[src/rtl/oflow_core_frame_sequencer.sv]
// ---------------------------------------------------------------------------
// oflow_core_frame_sequencer
// Per-frame phase sequencer for the OFLOW core array. It accepts one frame
// request at a time and walks the datapath FSMs through READ -> SCORE ->
// CONFLICT -> WRITE. On the first frame after reset or flush there is no
// history, so SCORE and CONFLICT are skipped. Each phase is bounded by a
// cycle timeout that parks the block in ERR until clear_err.
//
// Ports
//   clk, reset                 clock, asynchronous active-high reset
//   start_frame                frame request (accepted only in IDLE)
//   flush                      drop tracking history (IDLE only)
//   clear_err                  leave ERR
//   num_of_bbox_in_frame       bbox count, sampled with start_frame
//   done_read/score/conflict/write   phase-complete strobes
//   start_read/score/conflict/write  one-cycle phase start pulses
//   rows_in_frame              ceil(count / PE_NUM) of the accepted frame
//   busy, error, frame_done    status
//   history_valid, frame_cnt   previous-frame flag, completed frame count
//   err_phase                  phase that timed out (0..3 = READ..WRITE)
// ---------------------------------------------------------------------------
module oflow_core_frame_sequencer #(
  parameter int unsigned PE_NUM                     = 22,
  parameter int unsigned NUM_OF_BBOX_IN_FRAME_WIDTH = 10,
  parameter int unsigned TIMEOUT_CYCLES             = 4096,
  parameter int unsigned FRAME_CNT_WIDTH            = 16
) (
  input  logic                                  clk,
  input  logic                                  reset,
  input  logic                                  start_frame,
  input  logic                                  flush,
  input  logic                                  clear_err,
  input  logic [NUM_OF_BBOX_IN_FRAME_WIDTH-1:0] num_of_bbox_in_frame,
  input  logic                                  done_read,
  input  logic                                  done_score,
  input  logic                                  done_conflict,
  input  logic                                  done_write,
  output logic                                  start_read,
  output logic                                  start_score,
  output logic                                  start_conflict,
  output logic                                  start_write,
  output logic [NUM_OF_BBOX_IN_FRAME_WIDTH-1:0] rows_in_frame,
  output logic                                  busy,
  output logic                                  frame_done,
  output logic                                  history_valid,
  output logic [FRAME_CNT_WIDTH-1:0]            frame_cnt,
  output logic                                  error,
  output logic [1:0]                            err_phase
);

  localparam int unsigned NW  = NUM_OF_BBOX_IN_FRAME_WIDTH;
  localparam int unsigned FW  = FRAME_CNT_WIDTH;
  localparam int unsigned PCW = $clog2(TIMEOUT_CYCLES + 1);
  // Wide enough that n + PE_NUM - 1 cannot overflow.
  localparam int unsigned SW  = NW + $clog2(PE_NUM + 1) + 1;

  typedef enum logic [2:0] {
    S_IDLE, S_READ, S_SCORE, S_CONFLICT, S_WRITE, S_DONE, S_ERR
  } state_t;

  state_t           state_q, state_d;
  logic [PCW-1:0]   phase_cnt_q;
  logic [NW-1:0]    rows_q;
  logic [FW-1:0]    frame_cnt_q, frame_cnt_d;
  logic             history_valid_q, history_valid_d;
  logic [1:0]       err_phase_q, err_phase_d;
  logic             start_read_q, start_score_q, start_conflict_q, start_write_q;
  logic             busy_q, frame_done_q, error_q;

  logic             accept;
  logic             flush_now;
  logic             timeout;
  logic             in_phase;
  logic             entering;
  logic [SW-1:0]    rows_sum;
  logic [NW-1:0]    rows_calc;

  assign accept    = (state_q == S_IDLE) && start_frame;
  assign flush_now = (state_q == S_IDLE) && flush;
  assign timeout   = (phase_cnt_q == PCW'(TIMEOUT_CYCLES - 1));
  assign in_phase  = (state_q == S_READ) || (state_q == S_SCORE) ||
                     (state_q == S_CONFLICT) || (state_q == S_WRITE);
  assign entering  = (state_d != state_q);

  // Ceiling division of the incoming count by the row width.
  assign rows_sum  = SW'(num_of_bbox_in_frame) + SW'(PE_NUM - 1);
  assign rows_calc = NW'(rows_sum / SW'(PE_NUM));

  // Next state, error phase capture and frame bookkeeping.
  always_comb begin
    state_d         = state_q;
    err_phase_d     = err_phase_q;
    frame_cnt_d     = flush_now ? '0 : frame_cnt_q;
    history_valid_d = flush_now ? 1'b0 : history_valid_q;

    case (state_q)
      S_IDLE: begin
        if (start_frame) begin
          state_d = (num_of_bbox_in_frame == '0) ? S_DONE : S_READ;
        end
      end
      S_READ: begin
        // A done strobe in the timeout cycle takes priority.
        if (done_read) begin
          state_d = history_valid_q ? S_SCORE : S_WRITE;
        end else if (timeout) begin
          state_d     = S_ERR;
          err_phase_d = 2'd0;
        end
      end
      S_SCORE: begin
        if (done_score) begin
          state_d = S_CONFLICT;
        end else if (timeout) begin
          state_d     = S_ERR;
          err_phase_d = 2'd1;
        end
      end
      S_CONFLICT: begin
        if (done_conflict) begin
          state_d = S_WRITE;
        end else if (timeout) begin
          state_d     = S_ERR;
          err_phase_d = 2'd2;
        end
      end
      S_WRITE: begin
        if (done_write) begin
          state_d = S_DONE;
        end else if (timeout) begin
          state_d     = S_ERR;
          err_phase_d = 2'd3;
        end
      end
      S_DONE: begin
        state_d = S_IDLE;
      end
      S_ERR: begin
        if (clear_err) begin
          state_d = S_IDLE;
        end
      end
      default: begin
        state_d = S_IDLE;
      end
    endcase

    // Counter and history update land together with frame_done.
    if (state_d == S_DONE) begin
      frame_cnt_d     = frame_cnt_d + FW'(1);
      history_valid_d = 1'b1;
    end
  end

  // State, counters and registered outputs.
  always_ff @(posedge clk or posedge reset) begin
    if (reset) begin
      state_q          <= S_IDLE;
      phase_cnt_q      <= '0;
      rows_q           <= '0;
      frame_cnt_q      <= '0;
      history_valid_q  <= 1'b0;
      err_phase_q      <= 2'd0;
      start_read_q     <= 1'b0;
      start_score_q    <= 1'b0;
      start_conflict_q <= 1'b0;
      start_write_q    <= 1'b0;
      busy_q           <= 1'b0;
      frame_done_q     <= 1'b0;
      error_q          <= 1'b0;
    end else begin
      state_q         <= state_d;
      frame_cnt_q     <= frame_cnt_d;
      history_valid_q <= history_valid_d;
      err_phase_q     <= err_phase_d;

      if (entering || !in_phase) begin
        phase_cnt_q <= '0;
      end else begin
        phase_cnt_q <= phase_cnt_q + PCW'(1);
      end

      if (accept) begin
        rows_q <= rows_calc;
      end

      start_read_q     <= entering && (state_d == S_READ);
      start_score_q    <= entering && (state_d == S_SCORE);
      start_conflict_q <= entering && (state_d == S_CONFLICT);
      start_write_q    <= entering && (state_d == S_WRITE);
      frame_done_q     <= (state_d == S_DONE);
      busy_q           <= (state_d != S_IDLE);
      error_q          <= (state_d == S_ERR);
    end
  end

  assign start_read     = start_read_q;
  assign start_score    = start_score_q;
  assign start_conflict = start_conflict_q;
  assign start_write    = start_write_q;
  assign rows_in_frame  = rows_q;
  assign busy           = busy_q;
  assign frame_done     = frame_done_q;
  assign history_valid  = history_valid_q;
  assign frame_cnt      = frame_cnt_q;
  assign error          = error_q;
  assign err_phase      = err_phase_q;

endmodule
[config.mk]
export PLATFORM = sky130hd
export DESIGN_NAME = oflow_core_frame_sequencer
export DESIGN_NICKNAME = d
export VERILOG_FILES = /design/src/rtl/oflow_core_frame_sequencer.sv
export SDC_FILE = /design/constraint.sdc
export NUM_CORES = 1
export LEC_CHECK = 0
export CAP_MARGIN = 20
export CORE_ASPECT_RATIO = 0.6
export CORE_UTILIZATION = 53
export DETAILED_ROUTE_END_ITERATION = 8
export PLACE_DENSITY = 0.79
export SYNTH_ARGS = -nofsm -noshare
export SYNTH_HDL_FRONTEND = slang
export SYNTH_SLANG_ARGS = --single-unit
export TNS_END_PERCENT = 20
[constraint.sdc]
create_clock -name clk -period 6.5 [get_ports clk]
set_input_delay 1.625 -clock clk [delete_from_list [all_inputs] [get_ports clk]]
set_output_delay 1.625 -clock clk [all_outputs]
set_load 0.05 [all_outputs]
==> metrics.md <==
| Metric | Value |
|---|---|
| Routability congestion estimate | 0.960 |
| Placed wire-length estimate | 6510 um |
| Critical path startpoint category | primary input |
| Final total power | 1260 uW |
| Sum of negative setup slack | 0 ps |
| Leakage power total | 0.00166 uW |
| Wirelength, routed | 8620 um |
| Resized cells post-CTS | 0 |
| Number of synthesized flops with an enable pin | 0 |
| Port Buf Inserts | 51 |
| Overall die area | 6760 um^2 |
| Fraction of the yosys area taken by sequential cells | 36.0% |
| Clock skew after layout | 7.08 ps |
| Kind of critical path | in -> reg |
| Fill cell instance count of the final layout | 549 |
| Cell area after technology mapping | 3410 um^2 |
| Clock Latency Late Sink | 330 ps |
| Leading register cell type out of synthesis | sky130_fd_sc_hd__dfrtp_1 |
| Cells taking the most area after synthesis | sky130_fd_sc_hd__dfrtp_1 (36%), sky130_fd_sc_hd__xor2_1 (5.4%), sky130_fd_sc_hd__nor2_1 (5.3%), sky130_fd_sc_hd__nand2_1 (3.5%), sky130_fd_sc_hd__a21oi_1 (3.1%) |
| Endpoints failing setup | 0 |
| Number of primary I/O pins | 55 |
| Cell taking the most area after synthesis | sky130_fd_sc_hd__dfrtp_1 |
| Final critical delay including setup and external delays | 5480 ps |
| Avg Inst Size Synth | 8.80 um^2 |
| Share of final-layout standard cells stronger than drive strength 1 | 9.24% |
| Pwr Density | 310 nW/um^2 |
| Synthesized netlist cell count | 387 |
| Final Slew Violations | 0 |
| Via count of the routed design | 3128 |
| Wire length per cell | 16.7 um |
| Post-route ant nets | 0 |
| Layout overhead on the synthesized area | 19.2% |
| Most common cell after layout, fill and taps aside | sky130_fd_sc_hd__clkdlybuf4s50_1 |
| Initial core utilization | 55.2% |
| Highest-count cells in the layout ignoring fill and taps | sky130_fd_sc_hd__clkdlybuf4s50_1 (51), sky130_fd_sc_hd__dfrtp_1 (49), sky130_fd_sc_hd__nor2_1 (48) |
| Number of unique standard cell types used by synthesis | 68 |
| Count of final hold-check violations | 0 |
| Clock root buffer | sky130_fd_sc_hd__clkbuf_8 |
| Critical Path Fanout Max | 15 |
| Area share of the largest cell type after synthesis | 36.0% |
| Clock sink count | 49 |
| Die Span X | 105 um |
| Clock Pin Slew Worst Setup and Hold Paths | 90 ps |
| Number of antenna diodes | 0 |
| Number of flip-flops and latches in the synthesized netlist | 49 |
| Worst slew pin tran | 718 ps |
| H-tree depth reported by CTS | 2 |
| Largest buffer count on any clock path | 2 |
| Max_slew headroom | 51.9% |
| Endpoint class of the critical path | flip-flop |
| TritonCTS clock tree | done |
| Core outline area | 6170 um^2 |
| Unrepaired setup endpoints after global routing | false |
| Maximum number of pins on one net before global-route repair | 50 |
| Syn. warnings | 0 |
| Floorplan row count | 22 |
| Final net count | 456 |
| First-pass iteration count of the detailed router | 6 |
| Maximum vdd drop | 0.197 mV |
| Overflow after GRT | 0 |
| Final Cycle Share | 84.4% |
| DIE HEIGHT | 64.1 um |
| Number of buffers added by the clock tree synthesis step | 5 |
| Data required time at the worst endpoint | 6710 ps |
| Worst path arrival time | 5690 ps |
| Max-cap check violation count | 0 |
| Starting DRT DRC Count | 302 |
| Hold-fix buffer count after cts | 0 |
| Global-route wire length before repair | 14300 um |
| Via/cell ratio | 6.05 |
| Fmax | 182 MHz |
| Total DRC errors in the routed layout | 0 |
| Overall track demand over capacity in global routing | 27.8% |
| Outcome | finished, final reports clean |
| Hold WC Path Type | reg -> reg |
| Number of global-route vias before repair | 2851 |
| Number of antenna violations at the first check in global routing | 0 |
| Post-CTS setup buffer count | 0 |
| FFs w/ async S/R, synth | 100% |
-- metal layers --
metal | GRT usage, % | wire (um) | vias to the layer above
li1 | - | - | 1474
met4 | 4.86 | 54 | 0
met2 | 35.7 | 3240 | 147
met1 | 44.3 | 4460 | 1501
met3 | 9.08 | 865 | 6
met5 | 0 | 0 | -
-- logic make-up (layout without fill, tap and decap cells) --
| kind of cell | Yosys count | count (layout) | synth area share (%) |
|---|---|---|---|
| simple gates | 176 | 176 | 27.6 |
| mux | 7 | 7 | 2.20 |
| fa+ha+maj | 5 | 5 | 1.84 |
| buf+inv | 26 | 70 | 3.64 |
| xor+xnor | 33 | 33 | 8.49 |
| compound gates | 90 | 90 | 20.2 |
| flops | 49 | 49 | 36.0 |
| other cells | 1 | 3 | 0.110 |
-- final timing paths --
| kind | start | to | slack (ps) | cells past startpoint |
|---|---|---|---|---|
| max | num_of_bbox_in_frame[0] | rows_in_frame[0]$_DFFE_PP0P_ | 1020 | 15 |
| min | phase_cnt_q[0]$_DFF_PP0_ | phase_cnt_q[0]$_DFF_PP0_ | 490 | 1 |
| max reg2reg | state_q[2]$_DFF_PP0_ | frame_cnt[15]$_DFF_PP0_ | 2450 | 12 |
| min reg2reg | phase_cnt_q[0]$_DFF_PP0_ | phase_cnt_q[0]$_DFF_PP0_ | 490 | 1 |
| max in group asynchronous | reset | error$_DFF_PP0_ | 4560 | 3 |
| min in group asynchronous | reset | frame_cnt[14]$_DFF_PP0_ | 1480 | 2 |
-- layout make-up --
cell class | count | area, um^2 | area share (%)
clock buffers | 6 | 72.6 | 1.79
clock inverters | 2 | 15.0 | 0.370
inverters | 9 | 33.8 | 0.832
multi-input cells | 314 | 2070 | 51.0
flip-flops and latches | 49 | 1230 | 30.2
well taps | 84 | 105 | 2.59
repair buffers | 53 | 538 | 13.3
-- cell usage after synthesis (3+ instances only) --
| cell type | n |
|---|---|
| sky130_fd_sc_hd__nor2_1 | 48 |
| sky130_fd_sc_hd__a211oi_1 | 4 |
| sky130_fd_sc_hd__nor3_2 | 3 |
| sky130_fd_sc_hd__a31oi_1 | 3 |
| sky130_fd_sc_hd__xnor2_1 | 12 |
| sky130_fd_sc_hd__buf_4 | 4 |
| sky130_fd_sc_hd__and3_1 | 10 |
| sky130_fd_sc_hd__nand2b_1 | 8 |
| sky130_fd_sc_hd__nor4_1 | 4 |
| sky130_fd_sc_hd__dfrtp_1 | 49 |
| sky130_fd_sc_hd__ha_1 | 5 |
| sky130_fd_sc_hd__inv_1 | 9 |
| sky130_fd_sc_hd__buf_2 | 3 |
| sky130_fd_sc_hd__mux2i_1 | 3 |
| sky130_fd_sc_hd__or3_1 | 5 |
| sky130_fd_sc_hd__clkbuf_1 | 9 |
| sky130_fd_sc_hd__o21ai_1 | 4 |
| sky130_fd_sc_hd__o21ai_0 | 18 |
| sky130_fd_sc_hd__mux2_2 | 4 |
| sky130_fd_sc_hd__xor2_1 | 21 |
| sky130_fd_sc_hd__nand2_1 | 32 |
| sky130_fd_sc_hd__nand3_1 | 19 |
| sky130_fd_sc_hd__o21a_1 | 6 |
| sky130_fd_sc_hd__nor3_1 | 10 |
| sky130_fd_sc_hd__o211ai_1 | 3 |
| sky130_fd_sc_hd__o22ai_1 | 3 |
| sky130_fd_sc_hd__nand4_1 | 7 |
| sky130_fd_sc_hd__and2_1 | 3 |
| sky130_fd_sc_hd__a21o_1 | 3 |
| sky130_fd_sc_hd__nor2b_1 | 7 |
| sky130_fd_sc_hd__a21oi_1 | 21 |
| sky130_fd_sc_hd__nor3b_1 | 6 |
-- stage by stage --
step	hold WS, ps	util [%]	area (um^2)	setup slack (ps)	cells
2_1_floorplan	455	-	3410	1760	389
3_3_place_gp	462	64.1	3950	860	508
3_5_place_dp	479	64.1	3950	804	508
4_1_cts	492	65.5	4040	1130	516
5_1_grt	507	65.8	4060	722	517
6_report	488	65.8	4060	1020	517
-- state kept, by name, indices dropped and copies added (netlist names), 2 cells and up --
| signal | cells |
|---|---|
| state_q | 3 |
| frame_cnt | 16 |
| err_phase | 2 |
| rows_in_frame | 7 |
| phase_cnt_q | 13 |
-- critical path, cell delays in order --
cell and delay (ps):
sky130_fd_sc_hd__clkdlybuf4s50_1 520, sky130_fd_sc_hd__ha_1 350, sky130_fd_sc_hd__a2111oi_0 490, sky130_fd_sc_hd__or4b_4 240, sky130_fd_sc_hd__o21a_2 340, sky130_fd_sc_hd__o21ai_1 190, sky130_fd_sc_hd__or3_1 410, sky130_fd_sc_hd__o311a_4 170
sky130_fd_sc_hd__o21ai_0 300, sky130_fd_sc_hd__a211oi_4 130, sky130_fd_sc_hd__o21bai_4 230, sky130_fd_sc_hd__mux2i_1 260, sky130_fd_sc_hd__xnor2_1 170, sky130_fd_sc_hd__nor3b_1 210, sky130_fd_sc_hd__a211oi_1 70
-- power breakdown --
group	internal [uW]	total, uW	switching (uW)
Combinational	229	653	424
Sequential	357	423	65.8
Clock	75.9	184	108
Total	662	1260	597
Power figures use the tool's default switching activity.
==> RTL edit: new RTL, same settings <==
`PE_NUM`: 22 -> 11.
--- a/src/rtl/oflow_core_frame_sequencer.sv
+++ b/src/rtl/oflow_core_frame_sequencer.sv
@@ -20,7 +20,7 @@
 //   err_phase                  phase that timed out (0..3 = READ..WRITE)
 // ---------------------------------------------------------------------------
 module oflow_core_frame_sequencer #(
-  parameter int unsigned PE_NUM                     = 22,
+  parameter int unsigned PE_NUM                     = 11,
   parameter int unsigned NUM_OF_BBOX_IN_FRAME_WIDTH = 10,
   parameter int unsigned TIMEOUT_CYCLES             = 4096,
   parameter int unsigned FRAME_CNT_WIDTH            = 16
Function: changed (a bounded check fails within 4 cycles, from zero or initial values and one cycle with reset high).
==> RTL edit against the unedited design <==
  * The flow now finishes with violations (setup timing)
  * Sequential cell count up 1
  * Clock power increased by 41%
  * Area after synthesis increased by 29%
  * Combinational power increased by 130%
  * Final area up 63%
  * Worst setup slack lost 1.5 ns
  * Wire length is 81% higher
  * Count of clock-buffer cells in the layout fell by 1
  * Clock skew rose by 0.0015 ns
  * Worst hold slack improved by 0.0016 ns
  * Power up 76%
==> RTL edit: results (changes against the unedited design) <==
metric	value	unit	change
status	complete, but fails checks		was finished clean
failing checks	setup timing		
Slowest cell on crit path	or4_4		was clkdlybuf4s50_1
Worst-Margin Slew	0.658	ns	was 0.718 ns
detailed-route via count	5206		was 3128
asr flop ratio synth	100	%	unchanged
largest net degree at the start of global routing	51		was 50
first-pass GRT wire length	23900	um	was 14300 um
Inst Count DP	808		was 508
Critical path origin	num_of_bbox_in_frame[2]		was num_of_bbox_in_frame[0]
Hold Path Depth	1		unchanged
met1 Use GR	51.8	%	was 44.3%
Synth Instances	543		was 387
worst reg-to-reg setup slack	2.44	ns	
post-synthesis mux area share	4.23	%	was 2.20%
Worst R2R Path Depth	14		was 12
adder-cell area share of the yosys netlist	1.99	%	was 1.84%
Synth area leaders	dfrtp_1 (28%), nor2_1 (5.5%), nand2_1 (5.5%), xnor2_1 (4.8%), o21ai_0 (3.9%)		was dfrtp_1 (36%), xor2_1 (5.4%), nor2_1 (5.3%), nand2_1 (3.5%), a21oi_1 (3.1%)
sequential area share after synthesis	28.4	%	was 36.0%
synth warn	0		unchanged
peak per-stage delay on the critical path	0.57	ns	was 0.52 ns
worst-path maximum fanout	3		was 15
Reg clk slew, reported paths	0.07	ns	was 0.09 ns
leakage power	2.82	nW	was 1.66 nW
Post-synth top cells	nor2_1 (65), nand2_1 (64), dfrtp_1 (50), o21ai_0 (34), a21oi_1 (27)		was dfrtp_1 (49), nor2_1 (48), nand2_1 (32), a21oi_1 (21), xor2_1 (21)
H-tree depth	2		unchanged
TritonCTS Buffers	5		unchanged
ys flop type	dfrtp_1		unchanged
first-pass iteration count of the detailed router	5		was 6
worst r2r dst	frame_cnt[15]$_DFF_PP0_		unchanged
maximum VDD drop	0.338	mV	was 0.197 mV
routed length on met2	6820	um	was 3240 um
initial antenna violation count	0		unchanged
All-Layer GR Usage	34.7	%	was 27.8%
initial DRC count	559		was 302
vias in the first global route	4796		was 2851
final setup vio count	2		was 0
Final WS setup	-0.471	ns	was 1.02 ns
Port Buf Inserts	52		was 51
path type of the worst min-delay path	reg -> reg		unchanged
Fillers	486		was 549
WL/cell	18.6	um	was 16.7 um
root buffer cell	clkbuf_16		was clkbuf_8
synth unique cells	88		was 68
met2 Use GR	52.1	%	was 35.7%
reg2reg start	state_q[2]$_DFF_PP0_		unchanged
Post-Synth XOR/XNOR Area	7.95	%	was 8.49%
Worst-Skew Late Latency	0.29	ns	was 0.33 ns
layout cells sized above 1	32.7	%	was 9.24%
routed wl met3	1520	um	was 865 um
Vias/cell	6.20		was 6.05
met1 WL	7110	um	was 4460 um
Worst Skew	0.00854	ns	was 0.00708 ns
Global Route met3 Usage	7.66	%	was 9.08%
nets	757		was 456
HP Start	phase_cnt_q[0]$_DFF_PP0_		unchanged
GP Congestion	0.950		was 0.960
ANT cells	0		unchanged
post-DP HPWL	11500	um	was 6510 um
post-synthesis compound-gate area fraction	27.8	%	was 20.2%
-- RTL edit: what timing repair did --
action / CTS / global route
hold buffers: 0 / 0
endpoints found under the hold margin: 0 / 0
buffers inserted: 12 / 11
pin swaps: 27 / 25
setup endpoints to repair: 2 / 3
gates resized for setup: 30 / 31
-- RTL edit: worst max path at each step --
stage / end / slack, ns
after detailed placement: rows_in_frame[0]$_DFFE_PP0P_ / -0.99
after floorplan: rows_in_frame[0]$_DFFE_PP0P_ / -0.14
after CTS: rows_in_frame[0]$_DFFE_PP0P_ / -0.28
final: rows_in_frame[0]$_DFFE_PP0P_ / -0.47
after global routing: rows_in_frame[0]$_DFFE_PP0P_ / -0.64
after global placement: rows_in_frame[0]$_DFFE_PP0P_ / -0.75
-- RTL edit: area by class of cell --
type / count / share of cell area, %
Tap cell: 108 / 2.05
Clock inverter: 3 / 0.322
Inverter: 14 / 0.796
Timing Repair Buffer: 199 / 25.2
Clock buffer: 5 / 1.90
Sequential cell: 50 / 19.0
Multi-Input combinational cell: 461 / 50.8
-- RTL edit: report_power, final --
| part | leakage (nW) | internal, W | switching [W] | total [W] |
|---|---|---|---|---|
| Sequential | 0.675 | 0.000364 | 0.0000603 | 0.000425 |
| Combinational | 2.07 | 0.000679 | 0.000856 | 0.00153 |
| Clock | 0.0698 | 0.000143 | 0.000117 | 0.000260 |
-- RTL edit: metrics by stage --
stage	power [W]	TNS (ns)	setup WS [ns]	hold WS [ns]	cell area, um2
floorplan	0.00126	-0.141	-0.141	0.448	4550
global placement	0.00177	-1.22	-0.748	0.466	6030
detailed placement	0.00180	-1.92	-0.992	0.472	6030
CTS	0.00211	-0.279	-0.279	0.491	6350
global route	0.00234	-0.923	-0.641	0.507	6600
finish	0.00222	-0.606	-0.471	0.490	6600
